### src/rtl/mult_ctrl_fsm_if.sv
// Handshake/strobe bundle between the multiplier control sequencer and its
// surroundings (requesting logic plus the A/B/P register datapath).
//   start_i     request a multiply (driven by the requester)
//   b_lsb_i     current LSB of register B (driven by the datapath)
//   clr_p_o     clear P
//   load_a_o    load A (multiplicand)
//   load_b_o    load B (multiplier)
//   load_p_o    P <= P + A
//   shift_o     shift the P/B pair right by one
//   unload_p_o  copy P to the product output register
//   busy_o      sequencer not idle
//   done_o      one-cycle completion pulse
// slave modport: the sequencer. master modport: requester/datapath side.
interface mult_ctrl_fsm_if;
  logic start_i;
  logic b_lsb_i;
  logic clr_p_o;
  logic load_a_o;
  logic load_b_o;
  logic load_p_o;
  logic shift_o;
  logic unload_p_o;
  logic busy_o;
  logic done_o;

  modport slave (
    input  start_i,
    input  b_lsb_i,
    output clr_p_o,
    output load_a_o,
    output load_b_o,
    output load_p_o,
    output shift_o,
    output unload_p_o,
    output busy_o,
    output done_o
  );

  modport master (
    output start_i,
    output b_lsb_i,
    input  clr_p_o,
    input  load_a_o,
    input  load_b_o,
    input  load_p_o,
    input  shift_o,
    input  unload_p_o,
    input  busy_o,
    input  done_o
  );
endinterface

### src/rtl/mult_ctrl_fsm.sv
// Control sequencer for a shift-add multiplier datapath. One start request runs
// DATA_SIZE test/[add]/shift iterations, then unloads P and pulses done.
// Ports:
//   clk_i  clock, rising edge
//   rst_i  asynchronous active-high reset
//   ctrl   mult_ctrl_fsm_if.slave: start_i/b_lsb_i in; strobes, busy_o, done_o out
// Outputs are registers updated together with the state, so each one is a pure
// function of the current state and there is no input-to-output path.
module mult_ctrl_fsm #(
  parameter int unsigned DATA_SIZE = 8
) (
  input  logic            clk_i,
  input  logic            rst_i,
  mult_ctrl_fsm_if.slave  ctrl
);

  localparam int unsigned CNT_W = $clog2(DATA_SIZE + 1);

  typedef enum logic [2:0] {
    StIdle,
    StClear,
    StLoad,
    StTest,
    StAdd,
    StShift,
    StUnload,
    StDone
  } state_e;

  state_e           state_q;
  logic [CNT_W-1:0] cnt_q;

  always_ff @(posedge clk_i or posedge rst_i) begin
    if (rst_i) begin
      state_q         <= StIdle;
      cnt_q           <= '0;
      ctrl.clr_p_o    <= 1'b0;
      ctrl.load_a_o   <= 1'b0;
      ctrl.load_b_o   <= 1'b0;
      ctrl.load_p_o   <= 1'b0;
      ctrl.shift_o    <= 1'b0;
      ctrl.unload_p_o <= 1'b0;
      ctrl.busy_o     <= 1'b0;
      ctrl.done_o     <= 1'b0;
    end else begin
      // Every branch below sets the outputs belonging to the state it enters.
      ctrl.clr_p_o    <= 1'b0;
      ctrl.load_a_o   <= 1'b0;
      ctrl.load_b_o   <= 1'b0;
      ctrl.load_p_o   <= 1'b0;
      ctrl.shift_o    <= 1'b0;
      ctrl.unload_p_o <= 1'b0;
      ctrl.busy_o     <= 1'b0;
      ctrl.done_o     <= 1'b0;
      case (state_q)
        StIdle: begin
          if (ctrl.start_i) begin
            state_q      <= StClear;
            ctrl.clr_p_o <= 1'b1;
            ctrl.busy_o  <= 1'b1;
          end
        end
        StClear: begin
          state_q       <= StLoad;
          ctrl.load_a_o <= 1'b1;
          ctrl.load_b_o <= 1'b1;
          ctrl.busy_o   <= 1'b1;
        end
        StLoad: begin
          state_q     <= StTest;
          cnt_q       <= CNT_W'(DATA_SIZE);
          ctrl.busy_o <= 1'b1;
        end
        StTest: begin
          ctrl.busy_o <= 1'b1;
          if (ctrl.b_lsb_i) begin
            state_q       <= StAdd;
            ctrl.load_p_o <= 1'b1;
          end else begin
            state_q      <= StShift;
            ctrl.shift_o <= 1'b1;
          end
        end
        StAdd: begin
          state_q      <= StShift;
          ctrl.shift_o <= 1'b1;
          ctrl.busy_o  <= 1'b1;
        end
        StShift: begin
          ctrl.busy_o <= 1'b1;
          // Saturate at zero so a stray count can never wrap.
          if (cnt_q != '0) begin
            cnt_q <= cnt_q - CNT_W'(1);
          end
          // <= 1 rather than == 1 so a zero count still terminates the run.
          if (cnt_q <= CNT_W'(1)) begin
            state_q         <= StUnload;
            ctrl.unload_p_o <= 1'b1;
          end else begin
            state_q <= StTest;
          end
        end
        StUnload: begin
          state_q     <= StDone;
          ctrl.done_o <= 1'b1;
          ctrl.busy_o <= 1'b1;
        end
        StDone: begin
          state_q <= StIdle;
        end
        default: begin
          state_q <= StIdle;
        end
      endcase
    end
  end

endmodule

### src/flat_wrapper.sv
// flat-port wrapper written by rule: the top's interface ports become plain ports
module mult_ctrl_fsm_flat 
#(
  parameter int unsigned DATA_SIZE = 8
)
  (clk_i, rst_i, ctrl_start_i, ctrl_b_lsb_i, ctrl_clr_p_o, ctrl_load_a_o, ctrl_load_b_o, ctrl_load_p_o, ctrl_shift_o, ctrl_unload_p_o, ctrl_busy_o, ctrl_done_o);
  mult_ctrl_fsm_if ctrl_i ();
  input  logic clk_i;
  input  logic rst_i;
  input wire logic [$bits(ctrl_i.start_i)-1:0] ctrl_start_i;
  input wire logic [$bits(ctrl_i.b_lsb_i)-1:0] ctrl_b_lsb_i;
  output wire logic [$bits(ctrl_i.clr_p_o)-1:0] ctrl_clr_p_o;
  output wire logic [$bits(ctrl_i.load_a_o)-1:0] ctrl_load_a_o;
  output wire logic [$bits(ctrl_i.load_b_o)-1:0] ctrl_load_b_o;
  output wire logic [$bits(ctrl_i.load_p_o)-1:0] ctrl_load_p_o;
  output wire logic [$bits(ctrl_i.shift_o)-1:0] ctrl_shift_o;
  output wire logic [$bits(ctrl_i.unload_p_o)-1:0] ctrl_unload_p_o;
  output wire logic [$bits(ctrl_i.busy_o)-1:0] ctrl_busy_o;
  output wire logic [$bits(ctrl_i.done_o)-1:0] ctrl_done_o;
  assign ctrl_i.start_i = ctrl_start_i;
  assign ctrl_i.b_lsb_i = ctrl_b_lsb_i;
  assign ctrl_clr_p_o = ctrl_i.clr_p_o;
  assign ctrl_load_a_o = ctrl_i.load_a_o;
  assign ctrl_load_b_o = ctrl_i.load_b_o;
  assign ctrl_load_p_o = ctrl_i.load_p_o;
  assign ctrl_shift_o = ctrl_i.shift_o;
  assign ctrl_unload_p_o = ctrl_i.unload_p_o;
  assign ctrl_busy_o = ctrl_i.busy_o;
  assign ctrl_done_o = ctrl_i.done_o;
  mult_ctrl_fsm #(.DATA_SIZE(DATA_SIZE)) u_core (.clk_i(clk_i), .rst_i(rst_i), .ctrl(ctrl_i));
endmodule
### config.mk
export PLATFORM = sky130hd
export DESIGN_NAME = mult_ctrl_fsm_flat
export DESIGN_NICKNAME = d
export VERILOG_FILES = /design/src/rtl/mult_ctrl_fsm_if.sv /design/src/rtl/mult_ctrl_fsm.sv /design/src/flat_wrapper.sv
export SDC_FILE = /design/constraint.sdc
export NUM_CORES = 1
export LEC_CHECK = 0
export ABC_AREA = 1
export CORE_MARGIN = 2
export CORE_UTILIZATION = 45
export CTS_CLUSTER_DIAMETER = 60
export CTS_CLUSTER_SIZE = 25
export DETAILED_ROUTE_END_ITERATION = 16
export PLACE_DENSITY = 0.79
export SLEW_MARGIN = 40
export SYNTH_ARGS = -nofsm -noshare
export SYNTH_HDL_FRONTEND = slang
export SYNTH_SLANG_ARGS = --single-unit
### constraint.sdc
create_clock -name clk_i -period 1.8 [get_ports clk_i]
set_input_delay 0.27 -clock clk_i [delete_from_list [all_inputs] [get_ports clk_i]]
set_output_delay 0.27 -clock clk_i [all_outputs]
set_load 0.005 [all_outputs]
# ---- Yosys cells after proc, flatten, opt, wreduce, memory -nomap -nowiden
# Cells that the tools add are included.
dict set report word_totals {
  reg_bits 14
  latchBits 0
  ram_bits 0
  mem_bits_ro 0
  inputBits 4
  output_inout_bits 8
  word_cells 42
  mem_count 0
}
dict set report op_classes {
  add_sub_neg 1
  mul 0
  div_mod_pow 0
  n_lt_le_gt_ge 1
  n_eq_ne 9
  shift 0
  n_mux 17
  bitwise 0
  n_reduce_logical 5
}
# op n
set ops {}
lappend ops {{3-bit one-hot mux with 8 select lines} 1}
lappend ops {{3-bit == test, second input constant} 4}
lappend ops {{1-bit 2-to-1 mux} 10}
lappend ops {{4-bit one-hot mux with 2 select lines} 1}
lappend ops {{3-bit by 2-bit == test with 1-bit output, second input constant} 2}
lappend ops {{3-bit 2-to-1 mux} 2}
lappend ops {{6-bit OR reduction} 1}
lappend ops {{4-bit by 1-bit <= comparator with 1-bit output, second input constant} 1}
lappend ops {{4-bit 2-to-1 mux} 1}
lappend ops {{1-bit one-hot mux with 2 select lines} 2}
lappend ops {{4-bit nonzero test} 1}
lappend ops {{4-bit by 1-bit subtractor with 4-bit output, second input constant} 1}
lappend ops {{3-bit by 1-bit == test with 1-bit output, second input constant} 1}
lappend ops {{3-bit zero test} 1}
lappend ops {{2-bit by 1-bit != test with 1-bit output, second input constant} 1}
lappend ops {{2-bit != test, second input constant} 1}
lappend ops {{2-bit AND reduction} 1}
lappend ops {{2-bit nonzero test} 1}

# ---- Longest topological paths before layout
# Gate-level depths: netlist (run 1).
dict set report logic_depth {
  word_depth 3
  ltp_mapped 9
  depth_no_buf 9
}

# ---- Least setup slack after synthesis (run 1)
# OpenSTA, ideal clock, no wires.
dict set report synth_path {
  path_kind {reg2reg}
  from {register u_core.state_q[0]}
  to {register u_core.ctrl.busy_o}
  t_arrival_ps 1175
  required_time_ps 1669
  setup_slack_ps 494
  path_stages_with_launch 6
  path_buffers 0
  period_less_slack_ps 1306
  cell_sequence {dfrtp_1 > inv_1 > ha_1 > nand2_1 > nand2_1 > or3_1}
}
dict set report synth_between {
  elab_chain_len 3
  word_cells_on_any_way 9
  cone_classes {eq/ne: 6; mux: 1; reduce/logical: 2}
}
# element line_no
set synth_lines {}
lappend synth_lines {{start: declaration} mult_ctrl_fsm.sv:30} ;# state_e state_q;
lappend synth_lines {{start signal: assignment} mult_ctrl_fsm.sv:35} ;# state_q <= StIdle;
lappend synth_lines {{start signal: assignment} mult_ctrl_fsm.sv:58} ;# state_q <= StClear;
lappend synth_lines {{start signal: assignment} mult_ctrl_fsm.sv:64} ;# state_q <= StLoad;
lappend synth_lines {{3-bit by 1-bit == test with 1-bit output (tied with other cells)} mult_ctrl_fsm.sv:55} ;# case (state_q)
lappend synth_lines {{6-bit OR reduction (no source line)} n/a}
lappend synth_lines {{1-bit one-hot mux with 2 select lines *} mult_ctrl_fsm.sv:55}
lappend synth_lines {{end signal: assignment} mult_ctrl_fsm.sv:53} ;# ctrl.busy_o <= 1'b0;
lappend synth_lines {{end signal: assignment} mult_ctrl_fsm.sv:60} ;# ctrl.busy_o <= 1'b1;
lappend synth_lines {{end signal: assignment} mult_ctrl_fsm.sv:67} ;# ctrl.busy_o <= 1'b1;
lappend synth_lines {{end: declaration} mult_ctrl_fsm_if.sv:35} ;# output busy_o,
# Every way passes the cells marked *; elsewhere a longest branch is shown, timed or not.
# A chain may end at the register's enable or synchronous reset.

==> results of run 1 <==
[per-stage QoR]
stage / power, W / utilization / instance area [µm²] / cells
3_5_place_dp: 0.00121 / 0.563 / 858 / 114
5_1_grt: 0.00158 / 0.587 / 895 / 118
2_1_floorplan: 0.00103 / - / 747 / 89
4_1_cts: 0.00144 / 0.587 / 895 / 118
3_3_place_gp: 0.00119 / 0.563 / 858 / 114
6_report: 0.00143 / 0.587 / 895 / 118
[cell usage in the layout (no fill, tap or decap)]
master and instances:
nand3_1 4, nor3b_1 1, nand2_1 17, nand3_2 1, nand2_2 2, inv_1 19, nand4_1 1, nand2_4 1
dfrtp_1 14, inv_4 1, nor3_2 1, or3_1 1, a21oi_1 3, o21ai_0 3, clkbuf_4 3, ha_1 6
clkdlybuf4s50_1 11, nor3_1 2, nor2_1 10, clkbuf_8 1
[sequential cells by signal, indices dropped and copies added (netlist names)]
signal	flops
u_core.ctrl.shift_o	1
u_core.ctrl.load_a_o	1
u_core.ctrl.busy_o	1
u_core.state_q	3
u_core.ctrl.unload_p_o	1
u_core.ctrl.load_p_o	1
u_core.ctrl.clr_p_o	1
u_core.ctrl.done_o	1
u_core.cnt_q	4
[cells by family after synthesis]
kind of cell	Yosys count	share of synthesized area
flip-flops	14	0.469
AO/OA/AOI/OAI	6	0.0402
AND/OR/NAND/NOR	41	0.261
buffers and inverters	22	0.129
adder cells (fa/ha/maj)	6	0.100
[layer usage]
metal	global-route usage	up-vias	share of wire
li1	-	294	-
met1	0.183	235	0.47
met2	0.214	17	0.44
met3	0.0240	5	0.050
met4	0.127	0	0.037
met5	0	-	0
[how the worst max path moves through the flow]
stage | startpoint | end | depth (start not counted) | slack (ns)
after floorplan | u_core.state_q[0]$_DFFE_PP0P_ | u_core.ctrl.busy_o$_DFF_PP0_ | 5 | 0.49
after global placement | u_core.state_q[0]$_DFFE_PP0P_ | u_core.ctrl.busy_o$_DFF_PP0_ | 5 | 0.46
after detailed placement | u_core.state_q[0]$_DFFE_PP0P_ | u_core.ctrl.busy_o$_DFF_PP0_ | 5 | 0.42
after CTS | u_core.ctrl.load_a_o$_DFF_PP0_ | ctrl_load_a_o | 1 | 0.39
after global routing | u_core.state_q[0]$_DFFE_PP0P_ | u_core.ctrl.busy_o$_DFF_PP0_ | 5 | 0.30
final | u_core.ctrl.load_a_o$_DFF_PP0_ | ctrl_load_b_o | 1 | 0.40
[report_power, final]
part           internal [W]  total, W  switching, W
Sequential         0.000434  0.000522     0.0000879
Clock              0.000123  0.000230      0.000107
Combinational      0.000310  0.000678      0.000368
[final cells by class]
class / count / area, µm² / area share
Sequential cell: 14 / 350 / 0.392
Clock buffer: 4 / 36.3 / 0.0406
Multi-Input combinational cell: 53 / 300 / 0.336
Timing Repair Buffer: 11 / 110 / 0.123
Tap cell: 16 / 20.0 / 0.0224
Inverter: 20 / 77.6 / 0.0867
==> summary.txt, run 1 <==
Pwr
  – Leak: 0.498 nW
  – PD cells: 1600 nW/µm²
  – Peak VDD IR: 741 µV

STA
  – Setup_tns: 0 ns
  – Setup violators final: 0
  – Hold WS: between 0.3 and 0.4 ns
  – Worst-Margin Slew: 0.501 ns
  – Fin. max-slew vios: 0
  – Final Hold Viols: 0
  – RSZ-0062 raised after global routing: false
  – Final Cycle Share: 0.780
  – Setup WS post-layout: about 0.40 ns
  – FMAX: a little over 0.7 GHz
  – Crit path time final: 1.40 ns
  – Max-slew headroom: 0.666
  – Final Skew: between 0.003 and 0.004 ns

Global route
  – All-Layer GR Usage: 0.145
  – Largest net degree at the start of global routing: 15
  – Total congestion overflow: 0
  – Vias in the first global route: ~510
  – Initial antenna violation count: 0
  – First-pass GRT wire length: 2030 µm

Synth
  – Synthesis Warnings: 0
  – EDFF count, synth: 0
  – List of most frequent post-synthesis cells: 19 x inv_1, 17 x nand2_1, 14 x dfrtp_1
  – Synth cell types: 19
  – Yosys top cell by area: dfrtp_1
  – Synth top area cells: dfrtp_1 47%, ha_1 10%, inv_1 9.5%
  – Top-count cell post-synth: inv_1
  – Seq cells post-synth: 14
  – Top_reg_cell synth: dfrtp_1
  – Syn Nets: 99
  – Post-synthesis sequential area ratio: 0.469
  – Mean Syn Cell Area: approximately 8.4 µm²
  – Syn Std Cell Area: approximately 750 µm²
  – Syn Inst Count: 89
  – Asr flop ratio synth: 1.00
  – Top-area cell type share of the netlist area: 0.469

Place
  – Placer Congestion: 0.730
  – DP Wirelength: 912 µm
  – Dpl ws: 0.419 ns
  – Input/output buffers: 11

Detailed routing
  – Detailed Routing Iterations Pass 1: 4
  – 1st-iter DRT viols: 7
  – Routed Antenna Nets: 0
  – Routed Wire Length: ~1100 µm
  – Via/cell ratio: between 4 and 5
  – DRC viols: 0
  – Wire per inst: 9.74 µm
  – Routed via count: approximately 550

Floorplanning
  – Rows: 14
  – Starting Density: 0.490
  – Num ports: 12
  – Die X: roughly 45 µm
  – Die Area: between 2000 and 2500 µm²
  – Core area: 1520 µm²
  – Die H: about 45 µm

Run status
  – Status: finished, final reports clean

Clock tree
  – CTS Buffer Depth: 2
  – Clock root cell: clkbuf_4
  – CTS Buf Count: 3
  – Clock latency on the worst-skew pair: 0.29 ns
  – PostCTS Resize Cnt: 0
  – Post-CTS setup repair buffer count: 0
  – Hold_buf cts: 0
  – H-tree depth: 1
  – Clock-pin slew on the worst setup and hold paths: 0.09 ns
  – Sink Count: 14
  – CTS tree: done

Worst setup path
  – Crit path launch type: flip-flop
  – CP Data Required Time: 1.53 ns
  – Worst reg2reg path startpoint: u_core.state_q[0]$_DFFE_PP0P_
  – Crit Path Max Fanout: 2
  – Largest delay contributor family on the critical path: buffers and inverters
  – Critical path cell sequence: clkdlybuf4s50_1
  – Critical Path Slowest Stage Cell: clkdlybuf4s50_1
  – FF-to-FF path depth: 5
  – End of the worst register-to-register path: u_core.ctrl.busy_o$_DFF_PP0_
  – Setup crit end kind: primary output
  – Kind of critical path: flip-flop to primary output
  – CP arrival: around 1.1 ns
  – WP buf/inv: 1
  – Crit path largest cell delay: approximately 0.5 ns
  – Worst reg2reg setup slack: between 0.4 and 0.5 ns

Finish
  – N_diodes: 0
  – FILL cells: 131
  – Layout cells sized above 1: 0.0980
  – Area grow syn2layout: 19.8%
  – Nets: 113

Worst hold path
  – Worst hold path type: input pin to asynchronous set/reset pin

Job
  – Max cap viols: 0
(Power assumes the default switching activity.)
==> run 2: changes to the inputs <==
==> constraint.sdc (replaced) <==
create_clock -name clk_i -period 1.33 [get_ports clk_i]
set_input_delay 0.1995 -clock clk_i [delete_from_list [all_inputs] [get_ports clk_i]]
set_output_delay 0.1995 -clock clk_i [all_outputs]
set_load 0.005 [all_outputs]
==> summary.txt, run 2 (synthesis gave the netlist of run 1 again) <==
Run status
  – Status: complete, but fails checks
  – Failing checks: setup timing

Worst setup path
  – CP arrival: between 1.5 and 2 ns
  – Setup crit end kind: flip-flop
  – Kind of critical path: flip-flop to flip-flop
  – Crit Path Max Fanout: 4
  – CP Data Required Time: between 1.5 and 2 ns
  – CP endpoint: u_core.cnt_q[3]$_DFFE_PP0P_
  – Worst reg2reg path startpoint: u_core.state_q[1]$_DFFE_PP0P_
  – Crit path launch type: flip-flop
  – Crit. Startpoint: u_core.state_q[1]$_DFFE_PP0P_
  – FF-to-FF path depth: 9
  – End of the worst register-to-register path: u_core.cnt_q[3]$_DFFE_PP0P_
  – Worst reg2reg setup slack: -0.01 ns

Finish
  – Most frequent cells in the layout: 12 x inv_1, 12 x nand2_1, 12 x dfrtp_1
  – Final Non-Filler Cells: roughly 130
  – Core Util, Final: 0.687
  – N_diodes: 0
  – Final Cell Area: roughly 1000 µm²
  – Area grow syn2layout: 40.2%
  – Layout cells sized above 1: 0.364
  – Max FFs per register: 4
  – Nets: 121
  – Top flop regs: u_core.cnt_q (4), u_core.state_q (3)
  – FILL cells: 116
  – Largest Register: u_core.cnt_q

Clock tree
  – CTS Buf Count: 3
  – Clock latency on the worst-skew pair: ~0.29 ns
  – H-tree depth: 1
  – CTS Buffer Depth: 2
  – Clock root cell: clkbuf_4
  – CTS tree: done
  – Sink Count: 14
  – Clock-pin slew on the worst setup and hold paths: around 0.09 ns

STA
  – Crit path time final: ~1.3 ns
  – Final Hold Viols: 0
  – Hold WS: 0.191 ns
  – RSZ-0062 raised after global routing: true
  – Max-slew headroom: 0.833
  – Final Skew: 0.00420 ns
  – Fin. max-slew vios: 0
  – FMAX: 0.746 GHz
  – Setup violators final: 2
  – Final Cycle Share: 1.01
  – Setup WS post-layout: -0.0112 ns
  – Worst-Margin Slew: 0.248 ns

Detailed routing
  – Via/cell ratio: just under 5
  – DRC viols: 0
  – Wire per inst: around 13 µm
  – Detailed Routing Iterations Pass 1: 4
  – Routed Wire Length: 1680 µm
  – 1st-iter DRT viols: 8
  – Routed Antenna Nets: 0
  – Routed via count: 626

Global route
  – Initial antenna violation count: 0
  – Vias in the first global route: approximately 610
  – Met3 usage: 0.0360
  – Largest net degree at the start of global routing: 15
  – Met1 Track Usage GR: 0.204
  – Most used routing layer: met2
  – All-Layer GR Usage: 0.178
  – First-pass GRT wire length: 2480 µm
  – Total congestion overflow: 0
  – Met2 usage: 0.293

Pwr
  – Leak: 0.594 nW
  – Overall Power: roughly 0.0023 W
  – Peak VDD IR: ~1300 µV
  – PD cells: 2240 nW/µm²

Floorplanning
  – Num ports: 12
  – Die H: 44.7 µm
  – Die X: between 40 and 50 µm
  – Die Area: about 2000 µm²
  – Core area: approximately 1500 µm²
  – Starting Density: 0.490
  – Rows: 14

Job
  – Max cap viols: 0

Place
  – DP Wirelength: between 1000 and 1500 µm
  – Placed insts: between 100 and 150
  – Placed Area: ~890 µm²
  – Input/output buffers: 11
  – Placer Congestion: about 0.76

Worst hold path
  – Worst hold path type: input pin to asynchronous set/reset pin
-- run 2: area by class of cell --
type,count,area (µm²),area share
clock buffer,4,36.3,0.0346
inverter,20,80.1,0.0765
multi-input combinational,53,383,0.366
sequential,14,353,0.337
tap,16,20.0,0.0191
timing repair buffer,19,175,0.167
-- run 2: how the worst min path moves through the flow --
stage	cells after the start	end	slack, ns
after detailed placement	2	u_core.cnt_q[3]$_DFFE_PP0P_	0.50
after CTS	3	u_core.cnt_q[2]$_DFFE_PP0P_	0.20
after floorplan	1	u_core.cnt_q[0]$_DFFE_PP0P_	0.09
after global routing	3	u_core.cnt_q[2]$_DFFE_PP0P_	0.24
after global placement	2	u_core.cnt_q[3]$_DFFE_PP0P_	0.49
final	3	u_core.ctrl.load_a_o$_DFF_PP0_	0.19
-- run 2: power breakdown --
| group | internal (W) | total (W) | switching, W |
|---|---|---|---|
| combinational | 0.000594 | 0.00128 | 0.000686 |
| clock | 0.000167 | 0.000319 | 0.000152 |
| sequential | 0.000593 | 0.000748 | 0.000155 |
-- run 2: critical path, cell delays in order (launching register included) --
cell	delay, ns
dfrtp_1	0.42
inv_2	0.12
ha_4	0.16
nand2_2	0.09
inv_2	0.08
nand2_2	0.07
inv_2	0.08
nand2_1	0.07
nand2_1	0.08
nand3_1	0.06
-- run 2: through the flow --
stage	worst slack, ns	TNS, ns
final	-0.0112	-0.0128
after global routing	-0.0812	-0.217
after CTS	0.000904	0
after detailed placement	-0.0330	-0.0460
after global placement	0.0150	0
after floorplan	0.0241	0
-- run 2: repair_timing --
item / 4_1_cts / 5_1_grt
pin swaps: 0 / 5
hold buffers: 0 / 0
gates resized for setup: 10 / 28
setup endpoints to repair: 9 / 11
setup buffers: 0 / 4
cloned: 0 / 0
-- run 2: layer usage --
| layer | part of all wire | up-vias |
|---|---|---|
| li1 | - | 309 |
| met1 | 0.39 | 297 |
| met2 | 0.54 | 15 |
| met3 | 0.044 | 5 |
| met4 | 0.024 | 0 |
| met5 | 0 | - |
